### src/rtl/dram_pkg.sv
// Shared definitions for the toy x16 8n-prefetch DRAM command interface,
// imported by both the IO controller and the DRAM responder model.
package dram_pkg;

  typedef enum logic [2:0] {
    REFRESH   = 3'b001,
    PRECHARGE = 3'b010,
    ACTIVATE  = 3'b011,
    WRITE     = 3'b100,
    READ      = 3'b101,
    NOP       = 3'b111
  } dram_cmd_t;

  typedef enum logic [2:0] {
    IDLE,
    LAT,
    BEAT0,
    BEAT1,
    BEAT2,
    BEAT3
  } dram_state_t;

  localparam int ROW_BITS  = 14;
  localparam int COL_BITS  = 10;
  localparam int BANK_BITS = 3;
  localparam int NUM_BANKS = 1 << BANK_BITS;
  localparam int ADDR_BITS = 14;

  localparam logic [ADDR_BITS-1:0] BAD_ADDR = 14'h3BAD;

endpackage

### src/rtl/toy_dram_bank_tracker.sv
// Per-bank open/row bookkeeping for the toy DRAM model: decodes
// ACTIVATE/PRECHARGE and flags a REFRESH issued while any bank is open.
module toy_dram_bank_tracker
  import dram_pkg::*;
(
  input  logic                 clock,
  input  logic                 reset,
  input  logic                 cs,
  input  logic [2:0]           cmd,
  input  logic [BANK_BITS-1:0] bank,
  input  logic [ADDR_BITS-1:0] addr,
  output logic                 is_open,
  output logic [ROW_BITS-1:0]  row,
  output logic                 refresh_err
);

  logic [NUM_BANKS-1:0] bank_open;
  logic [ROW_BITS-1:0]  open_row [NUM_BANKS];

  always_ff @(posedge clock or posedge reset) begin
    if (reset) begin
      bank_open <= '0;
      for (int b = 0; b < NUM_BANKS; b++) open_row[b] <= '0;
    end else if (cs) begin
      if (cmd == ACTIVATE) begin
        bank_open[bank] <= 1'b1;
        open_row[bank]  <= addr;
      end else if (cmd == PRECHARGE) begin
        bank_open[bank] <= 1'b0;
      end
    end
  end

  assign is_open     = bank_open[bank];
  assign row         = open_row[bank];
  assign refresh_err = cs && (cmd == REFRESH) && (|bank_open);

endmodule

### config.mk
export PLATFORM = sky130hd
export DESIGN_NAME = toy_dram_bank_tracker
export DESIGN_NICKNAME = d
export VERILOG_FILES = /design/src/rtl/dram_pkg.sv /design/src/rtl/toy_dram_bank_tracker.sv
export SDC_FILE = /design/constraint.sdc
export NUM_CORES = 1
export LEC_CHECK = 0
export BUFFER_PORTS_ARGS = -buffer_cell sky130_fd_sc_hd__buf_4
export CAP_MARGIN = 5
export CELL_PAD_IN_SITES_DETAIL_PLACEMENT = 0
export CELL_PAD_IN_SITES_GLOBAL_PLACEMENT = 1
export CORE_UTILIZATION = 30
export DETAILED_ROUTE_END_ITERATION = 8
export PLACE_DENSITY = 0.54
export SLEW_MARGIN = 20
export SYNTH_ARGS = -nofsm -noshare
export SYNTH_HDL_FRONTEND = slang
export SYNTH_SLANG_ARGS = --single-unit
### constraint.sdc
create_clock -name clock -period 3.3 [get_ports clock]
set_clock_uncertainty 0.1 [all_clocks]
set_input_delay 0.33 -clock clock [delete_from_list [all_inputs] [get_ports clock]]
set_output_delay 0.33 -clock clock [all_outputs]
set_load 0.03 [all_outputs]
==> results of run 1 <==
-- worst max-delay path by stage --
stage / to / cells past startpoint
2_1_floorplan: refresh_err / 3
3_3_place_gp: open_row[29] / 4
3_5_place_dp: open_row[35] / 4
4_1_cts: row[2] / 4
5_1_grt: row[2] / 4
6_report: row[8] / 4
-- cell type report --
type	instances	area, sq um
inverters	2	11.26
multi-input cells	193	2451
clock buffers	24	511.7
well taps	229	286.5
clock inverters	8	115.1
flip-flops and latches	120	3003
repair buffers	47	377.9
fillers	1701	11390
-- per-stage QoR --
| stage | utilization (%) | cell area, sq um | hold WS [ns] | power [mW] |
|---|---|---|---|---|
| 5_1_grt | 37.23 | 6756 | 0.08917 | 4.507 |
| 6_report | 37.23 | 6756 | 0.02985 | 4.326 |
| 2_1_floorplan | - | 5632 | 0.3595 | 2.228 |
| 3_5_place_dp | 33.78 | 6130 | 0.3815 | 2.418 |
| 4_1_cts | 37.23 | 6756 | 0.05288 | 4.379 |
| 3_3_place_gp | 33.78 | 6130 | 0.3753 | 2.404 |
-- power by group through the flow --
stage | Combinational [mW] | Clock, mW | Sequential, mW
after floorplan | 0.468 | 0 | 1.76
after global placement | 0.611 | 0 | 1.79
after detailed placement | 0.619 | 0 | 1.80
after CTS | 0.621 | 1.98 | 1.78
after global routing | 0.656 | 2.05 | 1.80
final | 0.607 | 1.94 | 1.78
-- routing by layer --
metal / up-vias / GRT usage, % / wire, microns
met5: - / 0 / 0
met4: 0 / 5.146 / 175
met1: 1661 / 18.70 / 5991
met2: 37 / 21.48 / 5755
met3: 15 / 3.695 / 339
li1: 1352 / - / -
-- synthesized netlist by cell type --
| master | count | share of area (%) |
|---|---|---|
| a2111oi_0 | 1 | 0.16 |
| buf_2 | 13 | 1.2 |
| buf_4 | 4 | 0.53 |
| buf_6 | 6 | 1.2 |
| clkbuf_1 | 1 | 0.067 |
| dfrtp_1 | 120 | 53 |
| inv_1 | 2 | 0.13 |
| mux2_1 | 1 | 0.20 |
| mux2_2 | 99 | 20 |
| mux2_4 | 27 | 7.2 |
| mux4_2 | 30 | 12 |
| nand2_1 | 6 | 0.40 |
| nand2b_1 | 6 | 0.67 |
| nand3_1 | 1 | 0.089 |
| nand3b_4 | 1 | 0.36 |
| nand4b_1 | 1 | 0.16 |
| nand4bb_1 | 1 | 0.20 |
| nor3_2 | 3 | 0.53 |
| nor4_1 | 2 | 0.22 |
| nor4b_1 | 1 | 0.16 |
| o21ai_0 | 6 | 0.53 |
| o31ai_1 | 4 | 0.53 |
| or3_1 | 3 | 0.33 |
-- kinds of logic after synthesis --
| family | after synthesis | synth area share [%] |
|---|---|---|
| compound gates | 11 | 1.223 |
| buf+inv | 26 | 3.090 |
| flops | 120 | 53.36 |
| mux | 157 | 39.22 |
| simple gates | 25 | 3.113 |
==> results.md, run 1 <==
* Outcome: complete, but fails checks
* Failing checks: DRC
* Clk Latency, worst-skew pair at 0.41 ns
* Yosys reg bits at 120
* DIE WIDTH at 139.0 microns
* R2r endpoint: open_row[19]
* First-pass GRT wire length at between 15000 and 20000 microns
* # Post-CTS Setup Buffers at 0
* # clock sinks at 120
* Average size of a mapped cell at approximately 17 sq um
* Final ANT Viol Nets at 0
* Global-route usage over all layers at roughly 14%
* Row count at 49
* Pwr dens at 640.3 mW/mm^2
* Fin Setup TNS at 0 ns
* Critical Path Source Type: primary input
* Max Cap Viol at 0
* Mean routed wirelength per cell at 19.68 microns
* Leakage at 3.210 nW
* Initial antenna violation count at 0
* Initial core utilization at 31.01%
* I/O Buffers at 38
* Final setup margin at 0.9620 ns
* HP Class: in -> async
* Netlist cell types at 23
* H-tree Lvls at 4
* Setup-failing EPs final at 0
* Worst-Margin Slew at 1.007 ns
* CP arrival at 1.91 ns
* Synth-to-layout area growth at 20.05%
* CTS buffer count at 17
* Largest net degree at the start of global routing at 47
* Layout Nets at between 400 and 500
* Worst-path clk slew at approximately 0.050 ns
* Clock Tree Root: clkbuf_16
* Crit Path Class: in -> out
* Max-slew violations at 0
* Placement Setup Slack at 0.6249 ns
* Sequential power share at 41.1%
* CTS resizes at 0
* Warnings from Yosys at 0
* Worst-case vdd ir drop at around 0.34 mV
* Critical Path Sink Type: output pin
* Critical path origin: bank[0]
* DR iter-0 viols at 149
* Top Registers: open_row x112
* Top reg by flops: open_row
* Most common cell after layout, fill and taps aside: dfrtp_1
* Bufs on Longest Clock Path at 2
* CP max stage delay at 0.60 ns
* RSZ-0062 raised after global routing: no
* Layout cell share with drive strength beyond 1 at between 60% and 70%
* Net Sw Power at approximately 1 mW
* Detailed Place HPWL at 7448 microns
* Reg2reg path depth at 1
* Worst path bufs/invs at 2
* Sw Ratio at roughly 23%
* Period utilisation layout at 70.85%
* Worst r2r src: open_row[19]
* Routability cong. at 0.7094
* Die extent in y at 139.0 microns
* Final Hold Viols at 0
* I/O pin cnt at 39
* Crit path time final at 2.338 ns
* Max reg flops at 112
* Slew headroom at 32.86%
* Slowest CP cell: mux4_2
* Die area at 0.01931 sq mm
* Vias/cell at 4.920
* Vias in the first global route at 3381
* CP Cell Sequence: buf_4 -> mux4_2 -> mux2_2 -> buf_4
* Logic pwr share at 14.0%
* Initial DRT Pass Iterations at 8
* Final wirelength at 12260 microns
* Most frequent cells in the layout: dfrtp_1 (120), mux2_2 (99), buf_4 (45)
* Congestion Overflow GR at 0
* Peak Freq at 427.7 MHz
* Worst EP required at 2.87 ns
* Core Footprint at ~0.018 sq mm
* CTS Hold Buffers Added at 0
* Post-synthesis sequential area ratio at 53.36%
* Mapped Cells at 339
* CTS tree: built
* Pint at 3.327 mW
* Worst path top cell family by delay: multiplexers
* Vias at 3065
* Placed cells at 591
* Post-route insts no fill at 623
* Syn_nets at 362
* DR DRC count at 1
* Most used cell, CP: buf_4
* Crit path max fanout at 34
* Clock Power Share at 44.9%
* Ant diodes at 0
* Reg2reg setup slack at 2.43 ns
* Cell area after synthesis at 0.005628 sq mm
No activity file was read; power rests on OpenSTA's default activity.
==> run 2, diff against run 1 <==
PLACE_DENSITY = 0.52   (was 0.54)
clock period = 2.3 ns   (was 3.3 ns; I/O delays follow)
==> run 2 against run 1 <==
Compared with the run above:
- the flow still finishes with violations (DRC)
- setup slack worse by 0.75 ns
- clock power increased by 28%
- sequential cell count did not move
- first-iteration DRC count grew 32%
==> results.md, run 2 (synthesis gave the netlist of run 1 again) <==
* Outcome: complete, but fails checks
* Failing checks: DRC
* I/O Buffers at 38 (unchanged)
* Largest net degree at the start of global routing at 121 (+160%)
* Post-route insts no fill at 636 (+2.1%)
* Max Cap Viol at 0 (unchanged)
* Slew headroom at 56.45% (+24 points)
* Net Sw Power at 1.432 mW (+43%)
* Period utilisation layout at 90.86%
* Core Footprint at 0.01815 sq mm (unchanged)
* Final Hold Viols at 0 (unchanged)
* # clock sinks at 120 (unchanged)
* Routability cong. at 0.7008 (-1.2%)
* Critical Path Sink Type: output pin
* DR DRC count at 1 (unchanged)
* Crit Path Class: reg -> out
* CP arrival at 1.76 ns (-0.15 ns)
* Initial core utilization at 31.01% (unchanged)
* First-pass GRT wire length at 20630 microns (+3.2%)
* # Post-CTS Setup Buffers at 0 (unchanged)
* Synth-to-layout area growth at 21.32%
* H-tree Lvls at 4 (unchanged)
* HP Class: in -> reg
* Register Area at 0.003003 sq mm (unchanged)
* Peak Freq at 478.5 MHz
* CTS tree: built
* Filler cells at 1715 (+0.82%)
* Worst-Margin Slew at 0.6532 ns (-0.3538 ns)
* CP max stage delay at 0.47 ns (-0.13 ns)
* Top Registers: open_row x112
* Pint at 4.482 mW (+35%)
* Vias at 3123 (+1.9%)
* CTS buffer count at 17 (unchanged)
* Worst EP required at 1.97 ns (-0.90 ns)
* Pwr dens at 866.1 mW/mm^2 (+35%)
* Sw Ratio at 24.21% (+1.1 points)
* Crit path max fanout at 2 (-94%)
* I/O pin cnt at 39 (unchanged)
* RSZ-0062 raised after global routing: no
* Worst-case vdd ir drop at 0.3604 mV (+5.1%)
* Clock Power Share at 41.9% (-3.0 points)
* Final wirelength at 12520 microns (+2.1%)
* Vias in the first global route at 3332 (-1.4%)
* Max-slew violations at 0 (unchanged)
* Critical Path Source Type: register
* Most frequent cells in the layout: dfrtp_1 (120), mux2_2 (99), buf_4 (52)
* Worst path top cell family by delay: multiplexers
* DR iter-0 viols at 197 (+32%)
* Area of the multi-input gates at 0.002452 sq mm (about the same)
* Placed cells at 601 (+1.7%)
* Worst-path clk slew at 0.05 ns (about the same)
* Layout cell share with drive strength beyond 1 at 60.20% (-0.46 points)
* Bufs on Longest Clock Path at 2 (unchanged)
* Fin Setup TNS at 0 ns (unchanged)
* Max reg flops at 112 (unchanged)
* DIE WIDTH at 139.0 microns (unchanged)
* Logic pwr share at 15.0% (+1.0 points)
* Final ANT Viol Nets at 0 (unchanged)
* Worst path bufs/invs at 1 (-1)
* Initial DRT Pass Iterations at 6 (-2)
* Row count at 49 (unchanged)
* Slowest CP cell: mux4_2
* Reg2reg setup slack at 1.43 ns (-1.00 ns)
* Die extent in y at 139.0 microns (unchanged)
* Die area at 0.01931 sq mm (unchanged)
* Crit path time final at 2.090 ns
* Top reg by flops: open_row
* Ant diodes at 0 (unchanged)
* Global-route usage over all layers at 14.42% (+0.52 points)
* Setup-failing EPs final at 0 (unchanged)
* Sequential power share at 43.1% (+2.0 points)
* Congestion Overflow GR at 0 (unchanged)
* Most common cell after layout, fill and taps aside: dfrtp_1
* Mean routed wirelength per cell at 19.69 microns (about the same)
* Leakage at 3.237 nW (+0.84%)
* Detailed Place HPWL at 7680 microns (+3.1%)
* Initial antenna violation count at 0 (unchanged)
* CP Cell Sequence: mux4_2 -> mux2_2 -> buf_4
* Vias/cell at 4.910 (-0.19%)
* Total power at 5.914 mW (+37%)
* Clock Tree Root: clkbuf_16
* Clk Latency, worst-skew pair at 0.41 ns (about the same)
* Finished Core Util at 37.62% (+0.39 points)
* Layout Nets at 417 (+3.2%)
run 2: cell count changes in the layout (fill, tap and decap cells not counted), sizes merged:
cell | previous run | this run
clkbuf | 24 | 25
dlygate4sd3 | 0 | 3
clkinv | 5 | 4
buf | 47 | 57
bufinv | 3 | 1
clkinvlp | 1 | 3
run 2: layer usage:
metal	vias to the layer above	share of wire (%)	GRT usage, %
met4	0	1.5	5.263
met5	-	0	0
met3	15	2.8	4.109
met2	43	47	21.42
met1	1684	49	19.99
li1	1381	-	-
run 2: area by class of cell:
class,instances,share of cell area (%)
multi-input cells,193,35.92
flip-flops and latches,120,43.98
clock buffers,25,7.110
inverters,2,0.1649
well taps,229,4.196
clock inverters,7,1.008
repair buffers,60,7.623
run 2: worst paths after layout:
kind                                  to  cells after the start          start
max                               row[8]                      3   open_row[36]
min                         open_row[94]                      2       addr[10]
max reg2reg                open_row[111]                      1  open_row[111]
min reg2reg                open_row[111]                      1  open_row[111]
max in group asynchronous   open_row[79]                      4          reset
min in group asynchronous   open_row[43]                      4          reset
run 2: power by group through the flow:
stage / Combinational, mW / Sequential, mW / Clock (mW)
after floorplan: 0.672 / 2.53 / 0
after global placement: 0.887 / 2.57 / 0
after detailed placement: 0.899 / 2.58 / 0
after CTS: 0.907 / 2.55 / 2.56
after global routing: 0.961 / 2.59 / 2.66
final: 0.887 / 2.55 / 2.48
run 2: per-stage QoR:
stage / worst slack, ns / hold WS, ns / cell area, sq um
6_report: 0.2103 / 0.01716 / 6828
5_1_grt: 0.1422 / 0.004039 / 6828
4_1_cts: 0.1903 / 0.0009829 / 6828
3_5_place_dp: 0.1848 / 0.3802 / 6243
3_3_place_gp: 0.1739 / 0.3777 / 6243
2_1_floorplan: 0.3659 / 0.2617 / 5633
run 2: what timing repair did:
action | 4_1_cts | 5_1_grt
endpoints found under the hold margin | 126 | 0
hold buffers | 3 | 0
gates resized for setup | 0 | 0
